$ cat config.mk
export PLATFORM = sky130hd
export DESIGN_NAME = uart_tx_engine
export DESIGN_NICKNAME = d
export VERILOG_FILES = /design/src/rtl/uart_tx_engine.sv
export SDC_FILE = /design/constraint.sdc
export NUM_CORES = 1
export LEC_CHECK = 0
export BUFFER_PORTS_ARGS = -buffer_cell sky130_fd_sc_hd__buf_2
export CORE_ASPECT_RATIO = 1.5
export CORE_MARGIN = 1
export CORE_UTILIZATION = 60
export DETAILED_ROUTE_END_ITERATION = 8
export GPL_ROUTABILITY_DRIVEN = 0
export PLACE_DENSITY = 0.81
export SKIP_LAST_GASP = 1
export SLEW_MARGIN = 30
export SYNTH_ARGS = -nofsm -noshare
export SYNTH_HDL_FRONTEND = slang
export SYNTH_SLANG_ARGS = --single-unit
export TNS_END_PERCENT = 50
$ cat constraint.sdc
create_clock -name clk -period 4.5 [get_ports clk]
set_clock_uncertainty 0.2 [all_clocks]
set_input_delay 0.9 -clock clk [delete_from_list [all_inputs] [get_ports clk]]
set_output_delay 0.9 -clock clk [all_outputs]
set_load 0.1 [all_outputs]
$ cat src/rtl/uart_tx_engine.sv
// UART transmit engine: byte FIFO feeding an 8N1 serializer with a programmable baud divisor.
// Status outputs (count/full/empty/busy/overflow) are registered and reflect the edge just taken.
module uart_tx_engine #(
  parameter int unsigned DEPTH       = 8,
  parameter int unsigned DIV_W       = 16,
  parameter int unsigned DEFAULT_DIV = 434
) (
  input  logic                   clk,
  input  logic                   nReset,
  input  logic [31:0]            bus_wdata,
  input  logic                   tx_wen,
  input  logic                   baud_wen,
  input  logic                   ovf_clr,
  output logic                   tx,
  output logic                   tx_busy,
  output logic                   tx_full,
  output logic                   tx_empty,
  output logic [$clog2(DEPTH):0] tx_count,
  output logic                   tx_overflow
);

  localparam int unsigned PTR_W = $clog2(DEPTH);
  localparam int unsigned CNT_W = PTR_W + 1;

  localparam logic [1:0] IDLE  = 2'd0;
  localparam logic [1:0] START = 2'd1;
  localparam logic [1:0] DATA  = 2'd2;
  localparam logic [1:0] STOP  = 2'd3;

  logic [1:0]       state, state_n;
  logic [DIV_W-1:0] div_reg;
  logic [DIV_W-1:0] div_act, div_act_n;
  logic [DIV_W-1:0] bit_cnt, bit_cnt_n;
  logic [2:0]       bit_idx, bit_idx_n;
  logic [7:0]       shift, shift_n;
  logic             tx_n;
  logic             pop_c, push_c, ovf_evt_c;
  logic [7:0]       mem [DEPTH];
  logic [PTR_W-1:0] wr_ptr, rd_ptr;
  logic [CNT_W-1:0] count_n;
  logic             unused_bits;

  assign unused_bits = ^bus_wdata[31:DIV_W];

  // Next-state, next-output and FIFO pop decision for the serializer
  always_comb begin
    state_n   = state;
    div_act_n = div_act;
    bit_cnt_n = bit_cnt;
    bit_idx_n = bit_idx;
    shift_n   = shift;
    tx_n      = tx;
    pop_c     = 1'b0;
    case (state)
      IDLE: begin
        tx_n = 1'b1;
        if (!tx_empty) begin
          pop_c     = 1'b1;
          shift_n   = mem[rd_ptr];
          div_act_n = div_reg;
          bit_cnt_n = div_reg - DIV_W'(1);
          state_n   = START;
          tx_n      = 1'b0;
        end
      end
      START: begin
        if (bit_cnt == '0) begin
          state_n   = DATA;
          bit_idx_n = 3'd0;
          bit_cnt_n = div_act - DIV_W'(1);
          tx_n      = shift[0];
        end else begin
          bit_cnt_n = bit_cnt - DIV_W'(1);
        end
      end
      DATA: begin
        if (bit_cnt == '0) begin
          bit_cnt_n = div_act - DIV_W'(1);
          if (bit_idx == 3'd7) begin
            state_n = STOP;
            tx_n    = 1'b1;
          end else begin
            shift_n   = {1'b0, shift[7:1]};
            bit_idx_n = bit_idx + 3'd1;
            tx_n      = shift[1];
          end
        end else begin
          bit_cnt_n = bit_cnt - DIV_W'(1);
        end
      end
      STOP: begin
        tx_n = 1'b1;
        if (bit_cnt == '0) begin
          // Chain straight into the next frame when a byte is waiting
          if (!tx_empty) begin
            pop_c     = 1'b1;
            shift_n   = mem[rd_ptr];
            div_act_n = div_reg;
            bit_cnt_n = div_reg - DIV_W'(1);
            state_n   = START;
            tx_n      = 1'b0;
          end else begin
            state_n = IDLE;
          end
        end else begin
          bit_cnt_n = bit_cnt - DIV_W'(1);
        end
      end
      default: begin
        state_n = IDLE;
        tx_n    = 1'b1;
      end
    endcase
  end

  // A full FIFO still accepts a push when the serializer pops in the same cycle
  assign push_c    = tx_wen && (!tx_full || pop_c);
  assign ovf_evt_c = tx_wen && tx_full && !pop_c;

  always_comb begin
    count_n = tx_count;
    if (push_c && !pop_c)
      count_n = tx_count + CNT_W'(1);
    else if (pop_c && !push_c)
      count_n = tx_count - CNT_W'(1);
  end

  always_ff @(posedge clk) begin
    if (nReset) begin
      state       <= IDLE;
      div_act     <= DIV_W'(DEFAULT_DIV);
      bit_cnt     <= '0;
      bit_idx     <= 3'd0;
      shift       <= 8'd0;
      tx          <= 1'b1;
      tx_busy     <= 1'b0;
      div_reg     <= DIV_W'(DEFAULT_DIV);
      wr_ptr      <= '0;
      rd_ptr      <= '0;
      tx_count    <= '0;
      tx_full     <= 1'b0;
      tx_empty    <= 1'b1;
      tx_overflow <= 1'b0;
    end else begin
      state    <= state_n;
      div_act  <= div_act_n;
      bit_cnt  <= bit_cnt_n;
      bit_idx  <= bit_idx_n;
      shift    <= shift_n;
      tx       <= tx_n;
      tx_busy  <= (state_n != IDLE);
      if (push_c)
        wr_ptr <= wr_ptr + PTR_W'(1);
      if (pop_c)
        rd_ptr <= rd_ptr + PTR_W'(1);
      tx_count <= count_n;
      tx_full  <= (count_n == CNT_W'(DEPTH));
      tx_empty <= (count_n == '0);
      if (ovf_evt_c)
        tx_overflow <= 1'b1;
      else if (ovf_clr)
        tx_overflow <= 1'b0;
      // Divisors below 4 are rejected and the previous value is kept
      if (baud_wen && (bus_wdata[DIV_W-1:0] >= DIV_W'(4)))
        div_reg <= bus_wdata[DIV_W-1:0];
    end
  end

  always_ff @(posedge clk) begin
    if (push_c)
      mem[wr_ptr] <= bus_wdata[7:0];
  end

endmodule

==> flow_metrics.env, run 1 <==
export IMPL_status="complete, no violations"
export IMPL_clock_latency_ns=0.42
export IMPL_timing_final_hold_violations=0
export IMPL_worstSetupPathType="flip-flop to flip-flop"
export IMPL_slew_limit_headroom_pct=35.0
export IMPL_drc_errors=0
export IMPL_crit_path_max_fanout=19
export IMPL_syn_inst=708
export IMPL_routed_via_count=5692
export IMPL_hold_buffers=0
export IMPL_firstDrtPassIters=5
export IMPL_cts_setup_buffers=0
export IMPL_final_cells=887
export IMPL_clockBufferDepth=2
export IMPL_power_density_mw_per_mm2=719
export IMPL_synth_edf_count=64
export IMPL_crit_path_end_kind="flip-flop"
export IMPL_die_area_mm2=0.0124
export IMPL_setup_viol=0
export IMPL_synth_avg_cell_area_um2=10.1
export IMPL_post_route_period_util_pct=77.0
export IMPL_finalWorstPathRequiredPeriod_ns=3.46
export IMPL_rows=48
export IMPL_holdWs_ns=0.265
export IMPL_synth_seq_area_share_pct=48.9
export IMPL_coreArea_mm2=0.0116
export IMPL_dp_hpwl_mm=12.1
export IMPL_grt_max_degree=47
export IMPL_startpoint_type="flip-flop"
export IMPL_initial_core_util_pct=61.8
export IMPL_drive_gt1_share_pct=13.6
export IMPL_async_flop_share_pct=0
export IMPL_grt_pass1_vias=5689
export IMPL_peakVddDrop_v=0.000422
export IMPL_overflow=0
export IMPL_io_buffers=29
export IMPL_synth_cell_types=68
export IMPL_post_route_util_pct=69.0
export IMPL_largest_register_ffs=64
export IMPL_hold_class="flip-flop to flip-flop"
export IMPL_fmax_mhz=289
export IMPL_grt_pass1_wl_mm=27.9
export IMPL_worstMarginPinSlew_ns=0.970
export IMPL_die_w_um=91.2
export IMPL_rsz0062_at_grt="no"
export IMPL_cts_htree_levels=4
export IMPL_antenna_cells=0
export IMPL_power_leakage_uw=0.00292
export IMPL_path_clk_slew_ns=0.06
export IMPL_yosys_warnings=0
export IMPL_die_h_um=136
export IMPL_syn_to_final_growth_pct=11.7
export IMPL_clkSinkCount=143
export IMPL_via_per_inst=6.42
export IMPL_clock_tree_root_cell="clkbuf_16"
export IMPL_report_final_slew_viol_count=0
export IMPL_tritoncts="built"
export IMPL_syn_num_nets=760
export IMPL_antenna_found_initial=0
export IMPL_ios=46
export IMPL_synthFlopType="dfxtp_1"
export IMPL_ys_seq_elements=143
export IMPL_track_usage_pct=29.7
export IMPL_cp_arrival_ns=3.31
export IMPL_regMostFlops="mem"
export IMPL_place_inst=855
export IMPL_max_cap_violations=0
export IMPL_cts_buffers=17
export IMPL_ant_nets=0
export IMPL_nets=776
export IMPL_syn_area_mm2=0.00716
export IMPL_wl_per_cell_um=19.7
export IMPL_drtIter0Drc=421
export IMPL_post_cts_resized=0
export IMPL_finalSetupTns_ns=0
export IMPL_crit_required_ns=4.34
export IMPL_drt_total_wl_mm=17.5
-- critical path, cell delays in order, from the launching register on --
cell and delay, ns:
dfxtp_1 0.40, inv_1 0.12, ha_1 0.58, nor2_1 0.44, nand2_1 0.14, o21ai_1 0.17
buf_4 0.18, o211ai_1 0.18, nor2_1 0.67
-- area by class of cell --
| class | count | area (um2) |
|---|---|---|
| repair buffers | 40 | 228 |
| flip-flops and latches | 143 | 3500 |
| inverters | 24 | 90.1 |
| clock buffers | 22 | 497 |
| multi-input cells | 498 | 3420 |
| fillers | 826 | 3590 |
| well taps | 150 | 188 |
| clock inverters | 10 | 75.1 |
-- stage by stage --
stage          worst slack [ns]  power (uW)  cell area, um2
3_3_place_gp               1.37        4230            7410
4_1_cts                    1.09        5710            8000
6_report                   1.04        5750            8000
5_1_grt                   0.890        6060            8000
2_1_floorplan              1.19        3790            7160
3_5_place_dp               1.21        4360            7430
-- cells by family after synthesis --
logic type | after synthesis | synth area share [%]
and+or+nand+nor | 244 | 16.5
xor gates and xnor gates | 40 | 4.89
muxes | 51 | 9.92
buffers and inverters | 67 | 3.70
AOI/OAI and AO/OA | 148 | 13.5
adders and majority gates | 15 | 2.62
DFF | 143 | 48.9
-- power breakdown --
group          switching, uW  internal, uW  total (uW)
Sequential               266          1580        1840
Clock                    553           788        1340
Combinational           1640           923        2560
Total                   2460          3290        5750
-- cells in the mapped netlist (4+ instances only) --
master	instances	share of area, %
o211ai_1	13	1.4
edfxtp_1	64	27
mux2i_1	35	4.9
nand3_1	16	1.1
a21o_1	4	0.42
nor2_1	74	3.9
buf_1	5	0.26
nand2b_1	4	0.35
nor4_1	15	1.3
nor3_1	15	1.0
dfxtp_1	79	22
clkbuf_1	29	1.5
o31ai_1	8	0.84
nand4_1	6	0.52
nand2_1	79	4.1
ha_1	15	2.6
o21ai_0	29	2.0
a31oi_1	7	0.61
buf_2	8	0.56
a21oi_1	44	3.1
inv_1	22	1.2
xnor2_1	22	2.7
xor2_1	18	2.2
or3_1	7	0.61
mux4_2	16	5.0
-- final timing paths --
path | start | endpoint | slack [ns] | cells past startpoint
worst max register to register | state[0] | mem[6][5] | 1.04 | 8
worst min-delay path | shift[7] | shift[7] | 0.26 | 2
worst max-delay path | state[0] | mem[6][5] | 1.04 | 8
worst min register to register | shift[7] | shift[7] | 0.26 | 2
-- placed cells by master, fill, tap and decap left out, types with 8 or more instances in the layout --
cell type  netlist  final
o21ai_0         29     29
dfxtp_1         79     78
inv_1           22     22
mux2i_1         35     35
nor2_1          74     74
buf_2            8     29
xor2_1          18     18
nand2_1         79     79
o211ai_1        13     13
nand3_1         16     16
buf_4            1     11
nor3_1          15     15
nor4_1          15     15
clkbuf_16        0     19
mux4_2          16     16
o31ai_1          8      8
ha_1            15     15
xnor2_1         22     22
edfxtp_1        64     64
a21oi_1         44     44
-- per-layer routing --
metal	track usage, %	share of wire [%]	vias up
met5	0	0	-
met4	18.9	5.3	0
met3	6.26	4.9	70
met2	54.9	54	254
met1	30.3	35	2744
li1	-	-	2624
Power figures use the tool's default switching activity.
==> inputs of run 2 (changes only) <==
Settings changed: ABC_AREA set to 1.
Clock period 4.5 ns to 3.5 ns, I/O delays scaled along.
==> run 2 against run 1 <==
Worst setup slack lost 0.21 ns. Clock-buffer cell count shrank 5. Clock power grew 34%. Global-route usage is 2.0 points higher. Cell count up 26%. Synthesized cell count grew 31%. Hold slack gained 0.0033 ns. Die area grew 1.6%. Design area is 2.4% higher. Sequential share of layout area fell by 1.1 points. Synthesized area up 1.6%. Power increased by 20%. Highest routed layer unchanged.
==> flow_metrics.env, run 2 <==
export IMPL_largest_register_ffs=64
export IMPL_die_w_um=91.9
export IMPL_nets=1010
export IMPL_drtIter0Drc=507
export IMPL_rsz0062_at_grt="no"
export IMPL_ios=46
export IMPL_post_cts_resized=0
export IMPL_routed_via_count=6625
export IMPL_cts_buffers=17
export IMPL_hold_depth=2
export IMPL_dr_wl_met2_mm=9.58
export IMPL_syn_inst=927
export IMPL_antenna_found_initial=0
export IMPL_clock_tree_root_cell="clkbuf_16"
export IMPL_report_final_slew_viol_count=0
export IMPL_holdWs_ns=0.268
export IMPL_ant_nets=0
export IMPL_yosys_warnings=0
export IMPL_path_depth=10
export IMPL_synth_edf_count=64
export IMPL_cts_htree_levels=4
export IMPL_pre_cts_slack_ns=0.924
export IMPL_clkSinkCount=143
export IMPL_via_per_inst=5.91
export IMPL_finalSetupTns_ns=0
export IMPL_tritoncts="built"
export IMPL_cp_num_buf_inv=2
export IMPL_worstSetupPathType="flip-flop to flip-flop"
export IMPL_rows=48
export IMPL_die_area_mm2=0.0126
export IMPL_path_clk_slew_ns=0.06
export IMPL_place_inst=1089
export IMPL_min_to="tx_overflow"
export IMPL_crit_path_end_kind="flip-flop"
export IMPL_overflow=0
export IMPL_final_cells=1121
export IMPL_syn_area_mm2=0.00728
export IMPL_crit_family="simple AND/OR/NAND/NOR gates"
export IMPL_ff2ff_setup_slack_ns=0.83
export IMPL_drt_total_wl_mm=19.1
export IMPL_initial_core_util_pct=62.5
export IMPL_synthFlopType="dfxtp_1"
export IMPL_crit_required_ns=3.65
export IMPL_die_h_um=137
export IMPL_finalWorstPathRequiredPeriod_ns=2.67
export IMPL_worstMarginPinSlew_ns=0.957
export IMPL_syn_num_nets=979
export IMPL_yosysMostFrequentCell="nand2_1"
export IMPL_slowest_stage="nand2_2"
export IMPL_max_stage_delay_ns=0.34
export IMPL_status="complete, no violations"
export IMPL_clock_latency_ns=0.42
export IMPL_fmax_mhz=374
export IMPL_mostFrequentLayoutCells="171 x nand2_1, 132 x nor2_1, 96 x o21ai_0, 82 x inv_1, 79 x dfxtp_1"
export IMPL_synth_top_area_cell="edfxtp_1"
export IMPL_hold_class="flip-flop to flip-flop"
export IMPL_ys_seq_elements=143
export IMPL_async_flop_share_pct=0
export IMPL_syn_to_final_growth_pct=12.6
export IMPL_r2r_start="bit_cnt[0]"
export IMPL_io_buffers=29
export IMPL_drive_gt1_share_pct=10.3
export IMPL_finalWorstSetupSlack_ns=0.827
export IMPL_power_density_mw_per_mm2=839
export IMPL_dp_hpwl_mm=12.8
export IMPL_regMostFlops="mem"
export IMPL_top_layer="met4"
export IMPL_crit_path_cell_trace="inv_1 -> ha_1 -> nand2_1 -> nor2_2 -> nand2_2 -> nand2_1 -> nand2_1 -> inv_1 -> o21ai_0 -> a21oi_1"
export IMPL_wl_met3_mm=1.00
export IMPL_r2r_end="div_act[11]"
export IMPL_firstDrtPassIters=6
export IMPL_yosys_top_cells_count="171 x nand2_1, 132 x nor2_1, 96 x o21ai_0"
export IMPL_power_leakage_uw=0.00344
export IMPL_slew_limit_headroom_pct=36.2
export IMPL_fin_area_mm2=0.00819
export IMPL_wl_per_cell_um=17.1
export IMPL_setup_viol=0
export IMPL_dpl_cell_area_mm2=0.00761
export IMPL_yosysTopAreaCellShare_pct=26.4
export IMPL_hold_buffers=0
export IMPL_startpoint_type="flip-flop"
export IMPL_cts_setup_buffers=0
export IMPL_crit_top_cell="nand2_1"
export IMPL_antenna_cells=0
export IMPL_track_usage_pct=31.7
export IMPL_synth_cell_types=41
export IMPL_cp_arrival_ns=2.83
export IMPL_synth_avg_cell_area_um2=7.85
export IMPL_hp_start="tx_overflow"
export IMPL_coreArea_mm2=0.0117
export IMPL_crit_path_max_fanout=23
export IMPL_clockBufferDepth=2
export IMPL_timing_final_hold_violations=0
export IMPL_peakVddDrop_v=0.000579
export IMPL_max_cap_violations=0
export IMPL_drc_errors=0
export IMPL_grt_pass1_wl_mm=30.3
export IMPL_num_fill_cells=952
export IMPL_synth_seq_area_share_pct=48.1
export IMPL_yosys_top_cells_area="edfxtp_1 26%, dfxtp_1 22%, nand2_1 8.8%"
export IMPL_r2r_cells=10
export IMPL_grt_max_degree=37
export IMPL_grt_pass1_vias=6227
export IMPL_final_common_cell="nand2_1"
export IMPL_met1Wirelength_mm=7.27
export IMPL_post_route_period_util_pct=76.4
## run 2: where the power goes
group          internal [uW]  total (uW)  switching (uW)  leakage, uW
clock                    959        1790             829     0.000284
combinational            863        2790            1930      0.00192
sequential              2030        2300             270      0.00123
## run 2: how the worst max path moves through the flow
stage               startpoint     endpoint  slack (ns)
finish              bit_cnt[0]  div_act[11]        0.83
detailed placement  bit_cnt[0]  bit_cnt[10]        0.92
global placement    bit_cnt[0]  bit_cnt[10]        0.93
floorplan             tx_empty    mem[1][0]        0.72
CTS                 bit_cnt[0]  div_act[11]        0.89
global route        bit_cnt[0]  div_act[11]        0.61
## run 2: tightest hold or removal path, cell delays in order (launching register included)
cell and delay [ns]:
dfxtp_1 0.31, nand2_1 0.06, a21oi_1 0.06
## run 2: kinds of logic (layout without fill, tap and decap cells)
kind of cell             Yosys count  in the layout  synth area share (%)
AND/OR/NAND/NOR                  413            413                  24.4
AO/OA/AOI/OAI                    216            216                  16.4
flip-flops                       143            143                  48.1
buffers and inverters            123            167                  6.50
XOR/XNOR                          17             17                  2.05
adder cells (fa/ha/maj)           15             15                  2.58
## run 2: cell type report
class | count | area, um2 | area share (%)
clock inverter | 15 | 161 | 1.97
clock buffer | 17 | 425 | 5.19
tap | 150 | 188 | 2.29
inverter | 87 | 327 | 3.99
multi-input combinational | 661 | 3300 | 40.3
timing repair buffer | 48 | 288 | 3.51
sequential | 143 | 3500 | 42.8
## run 2: layer usage
layer	up-vias	track usage (%)
met5	-	0
li1	3202	-
met3	80	6.06
met4	0	21.2
met2	261	55.9
met1	3082	34.5
## run 2: through the flow
stage               util [%]  total power (uW)
floorplan                  -              4380
global placement        65.3              4970
CTS                     70.3              6840
finish                  70.3              6880
global route            70.3              7280
detailed placement      65.3              5030
